$ cat src/rtl/times_table_pkg.sv
// Shared types and helpers for the shift-and-add times-table multiplier.
package times_table_pkg;

    localparam int DEFAULT_W = 3;
    localparam int MAX_W     = 16;

    typedef enum logic [1:0] {
        IDLE = 2'd0,
        CALC = 2'd1,
        DONE = 2'd2
    } state_e;

    // Callers sign-extend narrower operands to MAX_W first; -2^(MAX_W-1) maps to 2^(MAX_W-1).
    function automatic logic [MAX_W-1:0] magnitude(input logic signed [MAX_W-1:0] val);
        logic [MAX_W-1:0] val_u;
        val_u = val;
        return val_u[MAX_W-1] ? (~val_u + MAX_W'(1)) : val_u;
    endfunction

endpackage

$ cat src/rtl/times_table_seq.sv
// Sequential W x W multiplier (unsigned or two's-complement), one multiplier bit per enabled cycle.
//   state | meaning
//   IDLE  | waiting for start; operands latched on start
//   CALC  | one shift-and-add step per enabled cycle, W steps in total
//   DONE  | result valid, done asserted for one enabled cycle
module times_table_seq
    import times_table_pkg::*;
#(
    parameter int  W     = DEFAULT_W,
    localparam int CNT_W = $clog2(W)
) (
    input  logic           clk,
    input  logic           rst_n,
    input  logic           enable,
    input  logic           start,
    input  logic           signed_mode,
    input  logic [W-1:0]   a,
    input  logic [W-1:0]   b,
    output logic           busy,
    output logic           done,
    output logic [2*W-1:0] result
);

    state_e           state_q, state_d;
    logic [CNT_W-1:0] count_q, count_d;
    logic [W-1:0]     mcand_q, mcand_d;
    logic [W-1:0]     mplier_q, mplier_d;
    logic [2*W-1:0]   acc_q, acc_d;
    logic [2*W-1:0]   result_q, result_d;
    logic             neg_q, neg_d;

    logic signed [MAX_W-1:0] a_ext, b_ext;
    logic [2*W-1:0]          partial, acc_sum;

    assign a_ext = MAX_W'($signed(a));
    assign b_ext = MAX_W'($signed(b));

    assign partial = mplier_q[0] ? ({{W{1'b0}}, mcand_q} << count_q) : '0;
    assign acc_sum = acc_q + partial;

    always_comb begin
        state_d  = state_q;
        count_d  = count_q;
        mcand_d  = mcand_q;
        mplier_d = mplier_q;
        acc_d    = acc_q;
        result_d = result_q;
        neg_d    = neg_q;

        if (enable) begin
            case (state_q)
                IDLE: begin
                    if (start) begin
                        mcand_d  = signed_mode ? W'(magnitude(a_ext)) : a;
                        mplier_d = signed_mode ? W'(magnitude(b_ext)) : b;
                        neg_d    = signed_mode & (a[W-1] ^ b[W-1]);
                        acc_d    = '0;
                        count_d  = '0;
                        state_d  = CALC;
                    end
                end
                CALC: begin
                    acc_d    = acc_sum;
                    mplier_d = mplier_q >> 1;
                    count_d  = count_q + CNT_W'(1);
                    // The last step's partial product goes straight into the result.
                    if (count_q == CNT_W'(W - 1)) begin
                        result_d = neg_q ? -acc_sum : acc_sum;
                        state_d  = DONE;
                    end
                end
                DONE: begin
                    state_d = IDLE;
                end
                default: begin
                    state_d = IDLE;
                end
            endcase
        end
    end

    always_ff @(posedge clk or negedge rst_n) begin
        if (!rst_n) begin
            state_q  <= IDLE;
            count_q  <= '0;
            mcand_q  <= '0;
            mplier_q <= '0;
            acc_q    <= '0;
            result_q <= '0;
            neg_q    <= 1'b0;
        end else begin
            state_q  <= state_d;
            count_q  <= count_d;
            mcand_q  <= mcand_d;
            mplier_q <= mplier_d;
            acc_q    <= acc_d;
            result_q <= result_d;
            neg_q    <= neg_d;
        end
    end

    assign busy   = (state_q == CALC) || (state_q == DONE);
    assign done   = (state_q == DONE);
    assign result = result_q;

endmodule
$ cat config.mk
export PLATFORM = sky130hd
export DESIGN_NAME = times_table_seq
export DESIGN_NICKNAME = d
export VERILOG_FILES = /design/src/rtl/times_table_pkg.sv /design/src/rtl/times_table_seq.sv
export SDC_FILE = /design/constraint.sdc
export NUM_CORES = 1
export LEC_CHECK = 0
export ABC_AREA = 1
export CORE_MARGIN = 5
export CORE_UTILIZATION = 55
export DETAILED_ROUTE_END_ITERATION = 8
export PLACE_DENSITY_LB_ADDON = 0.2
export SETUP_SLACK_MARGIN = 0.4
export SYNTH_ARGS = -nofsm -noshare
export SYNTH_HDL_FRONTEND = slang
export SYNTH_SLANG_ARGS = --single-unit
$ cat constraint.sdc
create_clock -name clk -period 2.95 [get_ports clk]
set_clock_uncertainty 0.15 [all_clocks]
set_input_delay 0.7375 -clock clk [delete_from_list [all_inputs] [get_ports clk]]
set_output_delay 0.7375 -clock clk [all_outputs]
set_load 0.01 [all_outputs]
After elaboration in Yosys (flattened, before gate mapping)
Index checks and enable logic that the tools add are counted.
{"block": "word_totals", "output_inout_bits": 8, "word_cells": 44, "input_bits": 11, "ff_bits": 23}
{"block": "classes", "n_eq_ne": 5, "shift": 1, "reduce_logical": 7, "bitwise": 4, "addsub": 5, "muxes": 15}
{"cell": "$mux 6", "count": 3}
{"cell": "$mux 3", "count": 5}
{"cell": "$pmux 6 s2", "count": 1}
{"cell": "$reduce_and 3->1", "count": 4}
{"cell": "$pmux 2 s2", "count": 2}
{"cell": "$add 3x1->3 const B", "count": 2}
{"cell": "$add 6x6->6", "count": 1}
{"cell": "$mux 2", "count": 3}
{"cell": "$neg 6->6", "count": 1}
{"cell": "$not 3->3", "count": 2}
{"cell": "$pmux 3 s2", "count": 1}
{"cell": "$shl 3x2->6", "count": 1}
{"cell": "$eq 2x2->1 const B", "count": 2}
{"cell": "$ne 2x2->1 const B", "count": 2}
{"cell": "$add 2x1->2 const B", "count": 1}
{"cell": "$eq 2x1->1 const B", "count": 1}
{"cell": "$logic_not 2->1", "count": 1}
{"cell": "$reduce_bool 2->1", "count": 1}
{"cell": "$and 1x1->1", "count": 1}
{"cell": "$logic_or 1x1->1", "count": 1}
{"cell": "$xor 1x1->1", "count": 1}

Logic depth before layout (Yosys ltp)
{"block": "depth", "depth_word": 6, "mapped_depth": 17, "ltp_nobuf": 17}

Least setup slack after synthesis
No wires, ideal clock.
{"block": "synth_timing", "path_kind": "reg2reg", "from": "register count_q[0]", "to": "register result_q[2] (netlist: result[2])", "period_less_slack_ps": 2205, "required_ps": 2671, "path_buffers": 0, "t_arrival_ps": 1926, "path_stages_with_launch": 11, "slack_ps": 745, "setup_time_ps": 129, "path_cell_list": "dfrtp_1 > inv_1 > nand2_1 > nor2_1 > ha_1 > inv_1 > fa_1 > ha_1 > nor2_1 > xnor2_1 > o21ai_0"}
{"block": "synth_via", "elab_chain_cells": 5, "word_cells_on_any_way": 7, "cone_classes": "add/sub: 2; eq/ne: 1; shift: 1; mux: 2; reduce/logical: 1"}
{"item": "from (decl)", "line_no": "times_table_seq.sv:25", "text": "logic [CNT_W-1:0] count_q, count_d;"}
{"item": "from (signal assigned)", "line_no": "times_table_seq.sv:93", "text": "count_q <= count_d;"}
{"item": "$shl 3x2->6", "line_no": "times_table_seq.sv:38", "text": "assign partial = mplier_q[0] ? ({{W{1'b0}}, mcand_q} << count_q) : '0;"}
{"item": "$mux 6", "line_no": "times_table_seq.sv:38"}
{"item": "$add 6x6->6", "line_no": "times_table_seq.sv:39", "text": "assign acc_sum = acc_q + partial;"}
{"item": "$neg 6->6", "line_no": "times_table_seq.sv:68", "text": "result_d = neg_q ? -acc_sum : acc_sum;"}
{"item": "$mux 6", "line_no": "times_table_seq.sv:68"}
{"item": "to (signal assigned)", "line_no": "times_table_seq.sv:97", "text": "result_q <= result_d;"}
{"item": "to (decl)", "line_no": "times_table_seq.sv:29", "text": "logic [2*W-1:0] result_q, result_d;"}
Parallel ways exist; a longest one is shown, timed or not.
A chain may end at the register's enable or synchronous reset.

Worst setup path in the final report
{"block": "layout_timing", "from": "register state_q[0]", "to": "output done"}
{"block": "layout_via", "elab_chain_cells": 1}
{"item": "from (decl)", "line_no": "times_table_seq.sv:24", "text": "state_e state_q, state_d;"}
{"item": "from (signal assigned)", "line_no": "times_table_seq.sv:92", "text": "state_q <= state_d;"}
{"item": "$eq 2x2->1", "line_no": "times_table_seq.sv:103", "text": "assign done = (state_q == DONE);"}
{"item": "to (decl)", "line_no": "times_table_seq.sv:20", "text": "output logic done,"}
Every way passes these cells.

==> results.sh <==
export IMPL_cts_made_buffers=3
export IMPL_nets=244
export IMPL_synth_top_area_share=0.382
export IMPL_synth_nets=216
export IMPL_power_density_nw_per_um2=923
export IMPL_fin_crit_sh=0.814
export IMPL_wl_per_cell_um=13.4
export IMPL_synth_main_ff_cell="dfrtp_1"
export IMPL_peakVddDrop_mv=0.683
export IMPL_yosys_top_cells_count="nand2_1 (48), inv_1 (27), dfrtp_1 (23)"
export IMPL_maxSlewViolCount=0
export IMPL_slew_headroom=0.797
export IMPL_switching_share=0.457
export IMPL_critPathSlowestCell="clkdlybuf4s50_1"
export IMPL_fmax_ghz=0.416
export IMPL_p_int_mw=0.903
export IMPL_clkPwrFrac=0.091
export IMPL_drive_gt1_frac=0.164
export IMPL_avgViaCountPerCell=5.34
export IMPL_crit_fanout=3
export IMPL_cts_hold_fix_buffers=0
export IMPL_cts_tree="done"
export IMPL_synth_top_area_cell="dfrtp_1"
export IMPL_synthCells=192
export IMPL_seqPwrFrac=0.315
export IMPL_worstMarginPinSlew_ns=0.305
export IMPL_outcome="finished clean"
export IMPL_hp_class="flip-flop to flip-flop"
export IMPL_ys_ff_latch=23
export IMPL_synthMuxAreaShare=0
export IMPL_gp_routability_congestion=0.909
export IMPL_totalNegativeSetupSlack_ns=0
export IMPL_die_h_um=62.3
export IMPL_ios=19
export IMPL_setup_viol=0
export IMPL_clk_latency_ns=0.32
export IMPL_track_usage=0.183
export IMPL_switchingPower_mw=0.761
export IMPL_rsz0062_at_grt="false"
export IMPL_critPathKind="flip-flop to output pin"
export IMPL_synth_warnings=0
export IMPL_synth_simple_area_share=0.291
export IMPL_drc=0
export IMPL_grt_max_degree=24
export IMPL_hold_viol_final=0
export IMPL_vias=1335
export IMPL_cts_htree_levels=1
export IMPL_cts_root_buffer="clkbuf_4"
export IMPL_ys_async_sr_fraction=1.00
export IMPL_cpPeakStageDelay_ns=0.53
export IMPL_required_ns=2.06
export IMPL_antenna_found_initial=0
export IMPL_synth_xor_area_frac=0.00581
export IMPL_dp_hpwl_um=2600
export IMPL_area_growth_pct=19.6
export IMPL_synth_fa_ha_area_frac=0.113
export IMPL_synth_distinct_cells=26
export IMPL_pwr_share_comb=0.594
export IMPL_cts_sinks=23
export IMPL_drt_initial_drc_count=76
export IMPL_critPathLaunchType="flip-flop"
export IMPL_ys_top_cells_by_area="dfrtp_1 (38%), nand2_1 (12%), ha_1 (10%)"
export IMPL_synth_edff_count=0
export IMPL_leakagePower_nw=0.937
export IMPL_drt_first_pass_iters=4
export IMPL_final_util=0.671
export IMPL_grt_pass1_vias=1354
export IMPL_critPathCaptureType="output pin"
export IMPL_yosysMostFrequentCell="nand2_1"
export IMPL_synthesis_area_per_instance_um2=7.85
export IMPL_die_area_um2=3890
export IMPL_clkTransAtPathRegs_ns=0.12
export IMPL_synth_area_um2=1510
export IMPL_synth_top_family_by_area="simple AND/OR/NAND/NOR gates"
export IMPL_yosysSeqAreaShare=0.382
export IMPL_drt_antenna_violating_nets=0
export IMPL_grt_pass1_wl_um=5860
export IMPL_synth_compound_area_frac=0.134
export IMPL_initial_core_util=0.561
export IMPL_clockBufferDepth=2
export IMPL_n_antenna_cell=0
export IMPL_arrival_ns=1.52
export IMPL_min_period_ns=2.40
export IMPL_coreArea_um2=2690
export IMPL_wl_um=3350
export IMPL_place_port_buffers=18
export IMPL_crit_path_cell_trace="inv_1, ha_1, clkdlybuf4s50_1"
export IMPL_die_width_um=62.3
export IMPL_drv_cap=0
export IMPL_num_rows=19
export IMPL_gr_total_overflow=0
## power groups by stage
| stage | registers [mW] | clock network (mW) | logic (mW) |
|---|---|---|---|
| after floorplan | 0.532 | 0 | 0.663 |
| after global routing | 0.541 | 0.173 | 1.13 |
| after detailed placement | 0.536 | 0 | 0.937 |
| after global placement | 0.527 | 0 | 0.901 |
| final | 0.524 | 0.152 | 0.988 |
| after CTS | 0.529 | 0.157 | 0.941 |
## registers in the layout (all words and copies together) (netlist names)
register	cells
mplier_q	3
count_q	2
state_q	2
acc_q	6
mcand_q	3
neg_q	1
result	6
## timing repair
action                                  CTS  global route
resized for setup                         0             7
setup buffers                             0             4
endpoints found under the setup margin    0             6
## layout make-up
| type | instances | area, µm² |
|---|---|---|
| Timing Repair Buffer | 23 | 220 |
| Multi-Input combinational cell | 139 | 826 |
| Clock buffer | 4 | 26.3 |
| Sequential cell | 23 | 578 |
| Inverter | 30 | 113 |
| Fill cell | 229 | 885 |
| Tap cell | 31 | 38.8 |
## stage by stage
step | std cells | power (mW) | hold WS, ns | worst slack [ns] | cell area, µm²
CTS | 246 | 1.63 | 0.355 | 0.476 | 1760
global placement | 242 | 1.43 | 0.315 | 0.632 | 1730
finish | 250 | 1.66 | 0.347 | 0.547 | 1800
floorplan | 192 | 1.19 | 0.292 | 0.745 | 1510
global route | 250 | 1.84 | 0.371 | 0.396 | 1800
detailed placement | 242 | 1.47 | 0.323 | 0.571 | 1730
## worst max-delay path: cells and delay by family (launching register included)
family	cells	cell delay [ns]
flops	1	0.41
fa+ha+maj	1	0.16
buf+inv	2	0.64
## cells in the final DEF, fill, tap and decap left out, types with 2 or more instances in the layout
cell	count
nand2_1	47
inv_1	26
o21ai_0	21
dfrtp_1	21
clkdlybuf4s50_1	17
ha_1	11
nor2_1	10
nand2_2	7
a21oi_1	7
nand3_1	7
nand3_2	6
o22ai_1	5
buf_4	5
inv_2	4
nor2_2	3
clkbuf_4	3
nand3b_1	2
dfrtp_2	2
## cell families after synthesis
| logic type | after synthesis |
|---|---|
| xor gates and xnor gates | 1 |
| AOI/OAI and AO/OA | 37 |
| adders and majority gates | 13 |
| DFF | 23 |
| buffers and inverters | 30 |
| and+or+nand+nor | 88 |
## metal layers
layer | track usage | vias to the layer above | wire (µm) | share of wire
met5 | 0 | - | 0 | 0
met1 | 0.227 | 626 | 1390 | 0.41
met2 | 0.317 | 24 | 1790 | 0.53
met3 | 0.0288 | 6 | 118 | 0.035
met4 | 0.0637 | 0 | 56 | 0.017
li1 | - | 679 | - | -
## final timing paths
check / start / end / slack, ns / depth (start not counted)
max: state_q[0] / done / 0.55 / 3
min: result[3] / result[3] / 0.35 / 2
max reg2reg: count_q[0] / result[1] / 0.58 / 9
min reg2reg: result[3] / result[3] / 0.35 / 2
max in group asynchronous: rst_n / count_q[1] / 1.79 / 2
min in group asynchronous: rst_n / acc_q[3] / 0.60 / 2
Note: power is estimated with default switching activity, not from simulation.
